<file path="config.mk">
export PLATFORM = sky130hd
export DESIGN_NAME = seq_scan_ctrl
export DESIGN_NICKNAME = d
export VERILOG_FILES = /design/src/rtl/seq_scan_ctrl.sv
export SDC_FILE = /design/constraint.sdc
export NUM_CORES = 1
export LEC_CHECK = 0
export ABC_CLOCK_PERIOD_IN_PS = 2420
export BUFFER_PORTS_ARGS = -buffer_cell sky130_fd_sc_hd__buf_2
export CORE_MARGIN = 2
export CORE_UTILIZATION = 55
export DETAILED_ROUTE_END_ITERATION = 10
export GPL_TIMING_DRIVEN = 0
export PLACE_DENSITY_LB_ADDON = 0.2
export REMOVE_ABC_BUFFERS = 1
export SLEW_MARGIN = 10
export SYNTH_ARGS = -nofsm -noshare
export SYNTH_HDL_FRONTEND = slang
export SYNTH_SLANG_ARGS = --single-unit
</file>
<file path="constraint.sdc">
create_clock -name clk -period 2.42 [get_ports clk]
set_input_delay 0.484 -clock clk [delete_from_list [all_inputs] [get_ports clk]]
set_output_delay 0.484 -clock clk [all_outputs]
set_load 0.03 [all_outputs]
</file>
<file path="src/rtl/seq_scan_ctrl.sv">
// Word-to-serial front end for a programmable overlapping-pattern detector.
// Accepts a word, shifts it MSB-first through the detector, and reports match count and first match index.
module seq_scan_ctrl #(
  parameter int DATA_W  = 16,
  parameter int PAT_MAX = 8,
  parameter int CNT_W   = $clog2(DATA_W + 1),
  parameter int IDX_W   = $clog2(DATA_W),
  parameter int LEN_W   = $clog2(PAT_MAX + 1)
) (
  input  logic               clk,
  input  logic               rst,
  input  logic               in_valid,
  output logic               in_ready,
  input  logic [DATA_W-1:0]  in_data,
  input  logic [PAT_MAX-1:0] cfg_pattern,
  input  logic [LEN_W-1:0]   cfg_len,
  input  logic               cfg_continue,
  output logic               out_valid,
  input  logic               out_ready,
  output logic [CNT_W-1:0]   out_count,
  output logic [IDX_W-1:0]   out_first_idx,
  output logic               busy
);

  typedef enum logic [1:0] {
    IDLE,
    SHIFT,
    REPORT
  } state_t;

  state_t state, state_n;

  // A length of zero or anything above PAT_MAX selects the full pattern.
  function automatic logic [LEN_W-1:0] clamp_len(input logic [LEN_W-1:0] len);
    if ((len == '0) || (int'(len) > PAT_MAX)) return LEN_W'(PAT_MAX);
    return len;
  endfunction

  function automatic logic [LEN_W-1:0] sat_seen(input logic [LEN_W-1:0] s);
    if (int'(s) >= PAT_MAX) return LEN_W'(PAT_MAX);
    return s + LEN_W'(1);
  endfunction

  function automatic logic [PAT_MAX-1:0] len_to_mask(input logic [LEN_W-1:0] len);
    logic [PAT_MAX-1:0] m;
    m = '0;
    for (int i = 0; i < PAT_MAX; i++) m[i] = (i < int'(len));
    return m;
  endfunction

  logic [DATA_W-1:0]  word_q;
  logic [PAT_MAX-1:0] pat_q;
  logic [LEN_W-1:0]   len_q;

  logic [PAT_MAX-1:0] hist;
  logic [LEN_W-1:0]   seen;
  logic [IDX_W-1:0]   bit_idx;
  logic [CNT_W-1:0]   count;
  logic [IDX_W-1:0]   first_idx;
  logic               found;

  logic               cur_bit;
  logic [PAT_MAX-1:0] hist_n;
  logic [LEN_W-1:0]   seen_n;
  logic [PAT_MAX-1:0] len_mask;
  logic               match;
  logic               accept;
  logic               last_bit;

  assign accept   = in_valid & in_ready;
  assign last_bit = (bit_idx == IDX_W'(DATA_W - 1));

  // Detector: next history and Mealy match on the bit being shifted this cycle
  assign cur_bit  = word_q[DATA_W-1];
  assign hist_n   = (hist << 1) | PAT_MAX'(cur_bit);
  assign seen_n   = sat_seen(seen);
  assign len_mask = len_to_mask(len_q);
  assign match    = (state == SHIFT) && (seen_n >= len_q) &&
                    (((hist_n ^ pat_q) & len_mask) == '0);

  always_comb begin
    state_n   = state;
    in_ready  = 1'b0;
    out_valid = 1'b0;
    busy      = 1'b0;
    unique case (state)
      IDLE: begin
        in_ready = 1'b1;
        if (in_valid) state_n = SHIFT;
      end
      SHIFT: begin
        busy = 1'b1;
        if (last_bit) state_n = REPORT;
      end
      REPORT: begin
        busy      = 1'b1;
        out_valid = 1'b1;
        if (out_ready) state_n = IDLE;
      end
      default: state_n = IDLE;
    endcase
  end

  // Control state: FSM, detector history and match statistics
  always_ff @(posedge clk) begin
    if (!rst) begin
      state     <= IDLE;
      hist      <= '0;
      seen      <= '0;
      bit_idx   <= '0;
      count     <= '0;
      first_idx <= '0;
      found     <= 1'b0;
    end else begin
      state <= state_n;
      if (accept) begin
        bit_idx   <= '0;
        count     <= '0;
        first_idx <= '0;
        found     <= 1'b0;
        // Stream mode keeps history so boundary-spanning matches land in the next word.
        if (!cfg_continue) begin
          hist <= '0;
          seen <= '0;
        end
      end else if (state == SHIFT) begin
        bit_idx <= bit_idx + IDX_W'(1);
        hist    <= hist_n;
        seen    <= seen_n;
        if (match) begin
          count <= count + CNT_W'(1);
          if (!found) begin
            first_idx <= bit_idx;
            found     <= 1'b1;
          end
        end
      end
    end
  end

  // Datapath: word and configuration captured at accept, word shifted MSB-first
  always_ff @(posedge clk) begin
    if (accept) begin
      word_q <= in_data;
      pat_q  <= cfg_pattern;
      len_q  <= clamp_len(cfg_len);
    end else if (state == SHIFT) begin
      word_q <= word_q << 1;
    end
  end

  assign out_count     = count;
  assign out_first_idx = first_idx;

endmodule
</file>
==> flow_metrics.py, run 1 <==
metrics = {
    "clock_tree": {
        "clk_path_buf_depth": 2,
        "clk_latency_ns": 0.31,
        "cts_tree": "built",
        "cts_buffers": 5,
        "cts-root-buf": "clkbuf_8",
        "htree_levels": 2,
        "cts.sink_count": 55,
        "path_clk_slew_ns": 0.10,
    },
    "global_routing": {
        "grt_antenna_before_repair": 0,
        "gr-total-overflow": 0,
        "grt_pass1_wl_um": 7470,
        "grt_max_degree": 29,
        "grt_usage_pct": 18.7,
        "grt_pass1_vias": 1705,
    },
    "min_path": {
        "min_path_cells": 1,
        "min_to": "pat_q[4]$_DFFE_PP_",
        "hold_path.class": "in -> reg",
        "min_from": "cfg_pattern[4]",
    },
    "detailed_routing": {
        "vias_per_cell": 5.53,
        "drt_pre_antenna_iters": 4,
        "antenna_left": 0,
        "vias": 1753,
        "drt_iter0_drc": 129,
        "routed_wirelength_um": 4360,
        "drc": 0,
        "wl_per_cell_um": 13.8,
    },
    "synthesis": {
        "synthAdderAreaFrac_pct": 5.47,
        "synthTopCellsByArea": "edfxtp_1 (33%), dfxtp_1 (21%), mux2_2 (6.7%)",
        "ys_types": 42,
        "yosysSeqAreaShare_pct": 54.9,
        "syn-instance-count": 216,
        "syn_area_per_cell_um2": 11.6,
        "async_reset_ff_share_pct": 0,
        "yosys.area_share.simple_pct": 12.6,
        "synth_top_family_by_area": "simple AND/OR/NAND/NOR gates",
        "synthXorXnorAreaFrac_pct": 4.18,
        "synth-edff-count": 28,
        "yosys.area.top_type": "edfxtp_1",
        "synthMuxAreaShare_pct": 9.50,
        "synth_most_common_cell": "edfxtp_1",
        "yosysWarnings": 0,
        "synth_area_um2": 2510,
        "synth-compound-area-share_pct": 9.85,
        "synth_flop_cell": "edfxtp_1",
        "synth.top_cell.area_share_pct": 33.4,
        "ys_ff_latch": 55,
        "synth_commonest_cells": "edfxtp_1 (28), dfxtp_1 (27), nand2_1 (17)",
    },
    "outcome": {
        "status": "completed",
    },
    "sta": {
        "drv_slew": 0,
        "slew_headroom_pct": 71.5,
        "skew_ns": 0.0102,
        "worst_pin_slew_ns": 0.426,
        "fmax_mhz": 436,
        "setup_ws_ns": 0.127,
        "hold_violations": 0,
        "setup_viol": 0,
        "rsz0062_at_grt": "yes",
        "period_share_pct": 94.8,
        "min_period_ns": 2.29,
        "finalSetupTns_ns": 0,
        "whs_ns": 0.341,
    },
    "floorplan": {
        "num_rows": 24,
        "die_y_um": 71.6,
        "die-width_um": 71.6,
        "die_area_um2": 5130,
        "io-pin-count": 45,
        "initial_utilization_pct": 57.4,
        "core_area_um2": 4380,
    },
    "final_layout": {
        "final.fill_count": 363,
        "nets": 308,
        "layout-drive-gt1-share_pct": 29.4,
        "fin_util_pct": 66.0,
        "syn_to_final_growth_pct": 15.0,
        "diodes": 0,
    },
    "critical_path": {
        "critPathArrivalTime_ns": 2.53,
        "worstPathRequired_ns": 2.66,
        "critPathKind": "reg -> reg",
        "reg2reg_from": "seen[0]$_SDFFE_PN0P_",
        "crit_path_start_kind": "register",
        "end_kind": "register",
        "crit-reg2reg-capture": "out_count[3]$_SDFFE_PP0P_",
        "rrSetupSlack_ns": 0.13,
        "rr_worst_depth": 10,
        "path_max_fanout": 9,
    },
    "pwr": {
        "cellPowerDensity_nw_per_um2": 711,
        "peakVddDrop_mv": 0.388,
        "power_leakage_nw": 1.13,
        "p_total_mw": 2.06,
    },
    "placed_design": {
        "post-place-ws_ns": -0.276,
        "hpwlAfterDp_um": 3110,
        "place.gp.congestion": 0.791,
        "portBuffers": 44,
    },
    "run": {
        "max_cap_violations": 0,
    },
}
==> what timing repair did <==
| item | CTS | global route |
|---|---|---|
| hold buffers | 0 | 0 |
| buffers inserted | 2 | 3 |
| cloned | 0 | 0 |
| resized for setup | 1 | 5 |
| endpoints found under the setup margin | 32 | 19 |
==> logic make-up (layout without fill, tap and decap cells) <==
group,Yosys count,count (layout)
AND/OR/NAND/NOR,59,59
flip-flops,55,55
AO/OA/AOI/OAI,36,36
multiplexers,22,22
buffers and inverters,21,70
XOR/XNOR,12,12
adder cells (fa/ha/maj),11,11
==> layout by cell type (no fill, tap or decap), types with 2 or more instances in the layout <==
cell / n
buf_4: 5
a22oi_1: 9
edfxtp_1: 28
or4_1: 4
nor2b_1: 14
xor2_1: 4
buf_2: 44
mux2_2: 15
mux2i_1: 7
nand2_1: 17
o31ai_1: 3
nor3_1: 2
ha_1: 11
clkbuf_8: 5
xnor2_1: 8
a21oi_1: 8
inv_4: 2
or2_2: 2
o21ai_0: 5
nor2_1: 7
inv_1: 12
and2_1: 2
nand3_1: 3
clkbuf_1: 2
dfxtp_1: 26
==> flip-flops by register name, indices dropped and copies added, names as in the netlist <==
| name | cells |
|---|---|
| out_count | 5 |
| word_q | 16 |
| bit_idx | 4 |
| seen | 4 |
| state | 2 |
| pat_q | 8 |
| found | 1 |
| hist | 7 |
| len_q | 4 |
| out_first_idx | 4 |
==> routing by layer <==
| metal | vias to the layer above | track usage (%) | part of all wire (%) |
|---|---|---|---|
| li1 | 874 | - | - |
| met1 | 834 | 23.6 | 46 |
| met2 | 39 | 30.7 | 48 |
| met3 | 6 | 5.20 | 5.0 |
| met4 | 0 | 7.13 | 1.6 |
| met5 | - | 0 | 0 |
==> critical path, cell delays in order (launching register included) <==
cell and delay [ns]:
dfxtp_2 0.35, ha_1 0.20, xnor2_1 0.13, nor2_1 0.07, ha_1 0.27, o21ai_0 0.07
a222oi_1 0.22, nand4bb_1 0.13, buf_4 0.18, or4_1 0.46, a21oi_1 0.14
==> stage by stage <==
step / instance area [um^2] / instances
2_1_floorplan: 2480 / 208
3_3_place_gp: 2760 / 304
3_5_place_dp: 2760 / 304
4_1_cts: 2860 / 314
5_1_grt: 2890 / 317
6_report: 2890 / 317
==> power breakdown <==
part	internal, mW	total [mW]	switching (mW)
clock	0.206	0.488	0.282
combinational	0.173	0.393	0.220
sequential	1.13	1.18	0.0487
==> layout make-up <==
| type | count | area (um^2) | area share (%) |
|---|---|---|---|
| clock buffer | 7 | 76.3 | 2.64 |
| multi-input combinational | 140 | 1050 | 36.4 |
| tap | 52 | 65.1 | 2.25 |
| inverter | 13 | 51.3 | 1.77 |
| clock inverter | 1 | 6.26 | 0.216 |
| sequential | 55 | 1380 | 47.8 |
| timing repair buffer | 49 | 258 | 8.91 |
==> worst max path at each step <==
stage | cells after the start | endpoint | startpoint
after CTS | 6 | hist[6]$_SDFFE_PN0P_ | state[1]$_SDFFE_PN0P_
after floorplan | 8 | hist[0]$_SDFFE_PN0P_ | state[0]$_SDFFE_PN0P_
after global placement | 8 | hist[1]$_SDFFE_PN0P_ | state[1]$_SDFFE_PN0P_
final | 10 | out_count[3]$_SDFFE_PP0P_ | seen[0]$_SDFFE_PN0P_
after global routing | 10 | out_count[3]$_SDFFE_PP0P_ | seen[0]$_SDFFE_PN0P_
after detailed placement | 8 | hist[6]$_SDFFE_PN0P_ | state[1]$_SDFFE_PN0P_
Power figures use the tool's default switching activity.
==> inputs of run 2 (changes only) <==
ABC_AREA = 1   (was not set)
CORE_UTILIZATION = 56   (was 55)
==> flow_metrics.py, run 2 <==
metrics = {
    "detailed_routing": {
        "drt_pre_antenna_iters": 4,
        "routed_wirelength_um": 4760,
        "drt_iter0_drc": 75,
        "antenna_left": 0,
        "drc": 0,
        "vias": 2076,
        "wl_per_cell_um": 11.2,
        "vias_per_cell": 4.88,
    },
    "critical_path": {
        "critPathKind": "reg -> reg",
        "path_cells": "inv_1 -> ha_1 -> inv_1 -> nor2_1 -> ha_1 -> nand2_1 -> nand2_1 -> nand2_1 -> nand2_1 -> nor2_1 -> nor2_8 -> nand4_4 -> nand2_1 -> nand2_1 -> nor2_1",
        "crit_family": "simple AND/OR/NAND/NOR gates",
        "end_kind": "register",
        "cpPeakStageDelay_ns": 0.37,
        "path_max_fanout": 8,
        "crit_top_cell": "nand2_1",
        "crit_path_start_kind": "register",
        "critPathArrivalTime_ns": 2.35,
        "worstPathRequired_ns": 2.62,
        "cpMaxStageDelayCell": "dfxtp_1",
        "crit_buf_inv": 2,
        "reg2reg_from": "seen[0]$_SDFFE_PN0P_",
        "startpoint": "seen[0]$_SDFFE_PN0P_",
    },
    "outcome": {
        "status": "completed",
    },
    "sta": {
        "finalSetupTns_ns": 0,
        "period_share_pct": 88.7,
        "skew_ns": 0.00907,
        "setup_viol": 0,
        "rsz0062_at_grt": "no",
        "min_period_ns": 2.15,
        "drv_slew": 0,
        "fmax_mhz": 466,
        "hold_violations": 0,
        "slew_headroom_pct": 53.9,
        "worst_pin_slew_ns": 0.690,
    },
    "synthesis": {
        "ys_ff_latch": 55,
        "yosys.area.top_type": "edfxtp_1",
        "synth_area_um2": 2680,
        "yosysSeqAreaShare_pct": 51.5,
        "synth_commonest_cells": "nand2_1 (118), inv_1 (41), edfxtp_1 (28)",
        "async_reset_ff_share_pct": 0,
        "yosysWarnings": 0,
        "synth-edff-count": 28,
        "syn-instance-count": 322,
        "synthTopCellsByArea": "edfxtp_1 (31%), dfxtp_1 (20%), nand2_1 (17%)",
        "synth_flop_cell": "edfxtp_1",
        "synth_most_common_cell": "nand2_1",
        "ys_types": 30,
        "synth.top_cell.area_share_pct": 31.4,
        "syn_area_per_cell_um2": 8.33,
    },
    "global_routing": {
        "grt.busiest_layer": "met2",
        "grt_max_degree": 30,
        "grt_pass1_vias": 1945,
        "grt_usage_pct": 19.5,
        "grt_antenna_before_repair": 0,
        "met3_usage_pct": 4.42,
        "grtUsageMet1_pct": 25.2,
        "grt_pass1_wl_um": 8210,
        "gr-total-overflow": 0,
        "grtUsageMet2_pct": 32.8,
    },
    "pwr": {
        "p_total_mw": 2.98,
        "power_leakage_nw": 1.44,
        "cellPowerDensity_nw_per_um2": 976,
        "peakVddDrop_mv": 1.08,
    },
    "floorplan": {
        "core_area_um2": 4660,
        "die_y_um": 73.2,
        "die-width_um": 73.2,
        "num_rows": 25,
        "io-pin-count": 45,
        "die_area_um2": 5360,
        "initial_utilization_pct": 57.5,
    },
    "final_layout": {
        "nets": 414,
        "largest_reg_flops": 16,
        "top_regs": "word_q (16), pat_q (8), hist (7)",
        "max_flop_register": "word_q",
        "layout_commonest_cell": "nand2_1",
        "layout-drive-gt1-share_pct": 18.6,
        "syn_to_final_growth_pct": 13.9,
        "fin_util_pct": 65.5,
        "final_cell_mix": "nand2_1 (118), buf_2 (44), inv_1 (41)",
        "diodes": 0,
        "fin_cells": 425,
    },
    "placed_design": {
        "portBuffers": 44,
        "numPlacedInstances": 417,
        "place.gp.congestion": 0.822,
        "hpwlAfterDp_um": 3430,
    },
    "clock_tree": {
        "cts.sink_count": 55,
        "cts-root-buf": "clkbuf_8",
        "cts_buffers": 5,
        "clk_path_buf_depth": 2,
        "path_clk_slew_ns": 0.10,
        "clk_latency_ns": 0.31,
        "htree_levels": 2,
        "cts_tree": "built",
    },
    "min_path": {
        "hold_path.class": "in -> reg",
        "min_from": "cfg_pattern[5]",
    },
    "run": {
        "max_cap_violations": 0,
    },
}
[run 2: cell count changes after synthesis, sizes merged, moves of 13 or more]
cell   change
inv       +35
nor2b     -15
nor2      +21
a21oi     +13
nand2    +104
mux2      -15
[run 2: logic make-up (layout without fill, tap and decap cells)]
kind of cell,after synthesis,after routing,synth area share (%)
compound gates,29,29,5.83
fa+ha+maj,11,11,5.13
simple gates,170,170,28.2
flops,55,55,51.5
xor+xnor,7,7,2.29
buf+inv,50,99,7.00
[run 2: cell type report]
type                    count  area, um^2
repair buffers             44         220
clock inverters             2        11.3
inverters                  47         179
fillers                   407        1610
multi-input cells         217        1110
clock buffers               6        82.6
well taps                  54        67.6
flip-flops and latches     55        1380
[run 2: path summary, 6_finish.rpt]
path         slack [ns]  cells past startpoint                       endpoint
max                0.27                     15  out_first_idx[1]$_SDFFE_PP0P_
min                0.34                      1             pat_q[5]$_DFFE_PP_
max reg2reg        0.27                     15  out_first_idx[1]$_SDFFE_PP0P_
min reg2reg        0.48                      2           hist[6]$_SDFFE_PN0P_
[run 2: per-layer routing]
layer	up-vias	part of all wire, %
li1	1115	-
met1	918	48
met2	37	46
met3	6	4.0
met4	0	1.3
met5	-	0
[run 2: where the power goes]
group | total (mW) | internal (mW) | switching [mW]
sequential | 1.41 | 1.31 | 0.0972
combinational | 1.04 | 0.296 | 0.747
clock | 0.525 | 0.229 | 0.296
total | 2.98 | 1.84 | 1.14
[run 2: per-stage QoR]
step / worst slack (ns) / area (um^2) / hold slack (ns)
global placement: 0.241 / 2960 / 0.463
detailed placement: 0.171 / 2960 / 0.469
global route: 0.0486 / 3050 / 0.327
finish: 0.274 / 3050 / 0.344
CTS: 0.165 / 3050 / 0.337
floorplan: 0.406 / 2670 / 0.448
[run 2: timing repair]
item | CTS | global route
hold buffers | 0 | 0
endpoints found under the setup margin | 0 | 8
buffers inserted | 0 | 0
resized for setup | 0 | 2
==> inputs of run 3 (changes only) <==
--- a/config.mk
+++ b/config.mk
@@ -13,5 +13,5 @@
 export DETAILED_ROUTE_END_ITERATION = 10
 export GPL_TIMING_DRIVEN = 0
-export PLACE_DENSITY_LB_ADDON = 0.2
+export PLACE_DENSITY = 0.87
 export REMOVE_ABC_BUFFERS = 1
 export SLEW_MARGIN = 10
==> constraint.sdc (replaced) <==
create_clock -name clk -period 2.42 [get_ports clk]
set_input_delay 0.363 -clock clk [delete_from_list [all_inputs] [get_ports clk]]
set_output_delay 0.363 -clock clk [all_outputs]
set_load 0.03 [all_outputs]
==> flow_metrics.py, run 3 (synthesis gave the netlist of run 2 again) <==
metrics = {
    "outcome": {
        "status": "completed",
    },
    "detailed_routing": {
        "vias_per_cell": 5.13,
        "drt_iter0_drc": 122,
        "wl_per_cell_um": 12.4,
        "drt_pre_antenna_iters": 4,
        "antenna_left": 0,
        "drc": 0,
        "routed_wirelength_um": 5250,
        "vias": 2180,
    },
    "floorplan": {
        "die-width_um": 73.2,
        "die_y_um": 73.2,
        "die_area_um2": 5360,
        "num_rows": 25,
        "core_area_um2": 4660,
        "io-pin-count": 45,
        "initial_utilization_pct": 57.5,
    },
    "clock_tree": {
        "path_clk_slew_ns": 0.10,
        "cts_buffers": 5,
        "cts.sink_count": 55,
        "clk_latency_ns": 0.31,
        "cts_tree": "built",
        "clk_path_buf_depth": 2,
        "ctsHoldBuffers": 0,
        "htree_levels": 2,
        "cts-root-buf": "clkbuf_8",
    },
    "final_layout": {
        "final.fill_count": 358,
        "top_regs": "word_q (16), pat_q (8), hist (7)",
        "syn_to_final_growth_pct": 14.5,
        "max_flop_register": "word_q",
        "nets": 414,
        "layout_commonest_cell": "nand2_1",
        "layout-drive-gt1-share_pct": 18.6,
        "multi_input_area_um2": 1110,
        "diodes": 0,
        "final_cell_mix": "nand2_1 (118), buf_2 (44), inv_1 (41)",
        "layout.area.seq_um2": 1380,
        "largest_reg_flops": 16,
    },
    "placed_design": {
        "place.gp.congestion": 0.914,
        "portBuffers": 44,
        "hpwlAfterDp_um": 3620,
    },
    "global_routing": {
        "grt_max_degree": 30,
        "gr-total-overflow": 0,
        "grt_antenna_before_repair": 0,
        "grt_usage_pct": 21.5,
        "grt_pass1_vias": 2123,
        "grt_pass1_wl_um": 8930,
    },
    "pwr": {
        "p_total_mw": 3.07,
        "power_leakage_nw": 1.45,
        "cellPowerDensity_nw_per_um2": 1000,
        "peakVddDrop_mv": 0.790,
    },
    "sta": {
        "slew_headroom_pct": 56.1,
        "period_share_pct": 90.1,
        "drv_slew": 0,
        "setup_viol": 0,
        "worst_pin_slew_ns": 0.657,
        "hold_violations": 0,
        "skew_ns": 0.00659,
        "fmax_mhz": 459,
        "min_period_ns": 2.18,
        "rsz0062_at_grt": "no",
        "finalSetupTns_ns": 0,
    },
    "critical_path": {
        "crit_path_start_kind": "register",
        "startpoint": "seen[0]$_SDFFE_PN0P_",
        "critPathKind": "reg -> reg",
        "end_kind": "register",
        "path_max_fanout": 7,
        "worstPathRequired_ns": 2.65,
        "reg2reg_from": "seen[0]$_SDFFE_PN0P_",
        "rrSetupSlack_ns": 0.24,
        "critPathArrivalTime_ns": 2.41,
    },
    "min_path": {
        "min_from": "cfg_pattern[3]",
        "hold_path.class": "in -> reg",
    },
    "run": {
        "max_cap_violations": 0,
    },
}
[run 3: worst paths after layout]
path | endpoint | depth (start not counted)
worst max-delay path | out_count[2]$_SDFFE_PP0P_ | 14
worst min-delay path | pat_q[3]$_DFFE_PP_ | 1
worst max register to register | out_count[2]$_SDFFE_PP0P_ | 14
worst min register to register | hist[6]$_SDFFE_PN0P_ | 2
[run 3: final cells by class]
cell class / count / share of cell area, %
flip-flops and latches: 55 / 45.0
multi-input cells: 217 / 36.2
repair buffers: 44 / 7.17
inverters: 47 / 5.83
clock buffers: 6 / 2.36
well taps: 54 / 2.20
clock inverters: 2 / 1.22
[run 3: timing repair]
action	CTS	global route
setup endpoints to repair	0	8
gates resized for setup	0	2
hold endpoints to repair	0	0
buffers inserted	0	0
[run 3: report_power, final]
group / leakage [nW] / internal, mW / switching [mW] / total (mW)
combinational: 0.904 / 0.297 / 0.751 / 1.05
sequential: 0.491 / 1.32 / 0.105 / 1.42
clock: 0.0514 / 0.309 / 0.295 / 0.604
total: 1.45 / 1.92 / 1.15 / 3.07
[run 3: critical path, stage by stage (launching register included)]
cell and delay (ns):
dfxtp_1 0.36, inv_1 0.08, ha_1 0.28, inv_1 0.04, nor2_1 0.13, ha_1 0.26
nand2_1 0.07, nand2_1 0.05, nand2_1 0.05, nand2_1 0.05, nor2_1 0.29, nor2_8 0.08
nand3_2 0.13, nand2_1 0.08, a21oi_1 0.15
[run 3: routing by layer]
layer,track usage [%],up-vias,part of all wire (%)
li1,-,1113,-
met1,25.1,1001,42
met2,38.0,56,51
met3,5.39,10,5.0
met4,7.41,0,1.7
met5,0,-,0
[run 3: through the flow]
stage	area [um^2]	std cells	utilization (%)	worst slack, ns	hold WS (ns)
6_report	3070	425	65.9	0.240	0.224
3_3_place_gp	2960	417	63.5	0.263	0.462
2_1_floorplan	2670	319	-	0.406	0.448
4_1_cts	3070	425	65.8	0.185	0.219
5_1_grt	3070	425	65.9	0.0887	0.211
3_5_place_dp	2960	417	63.5	0.191	0.475
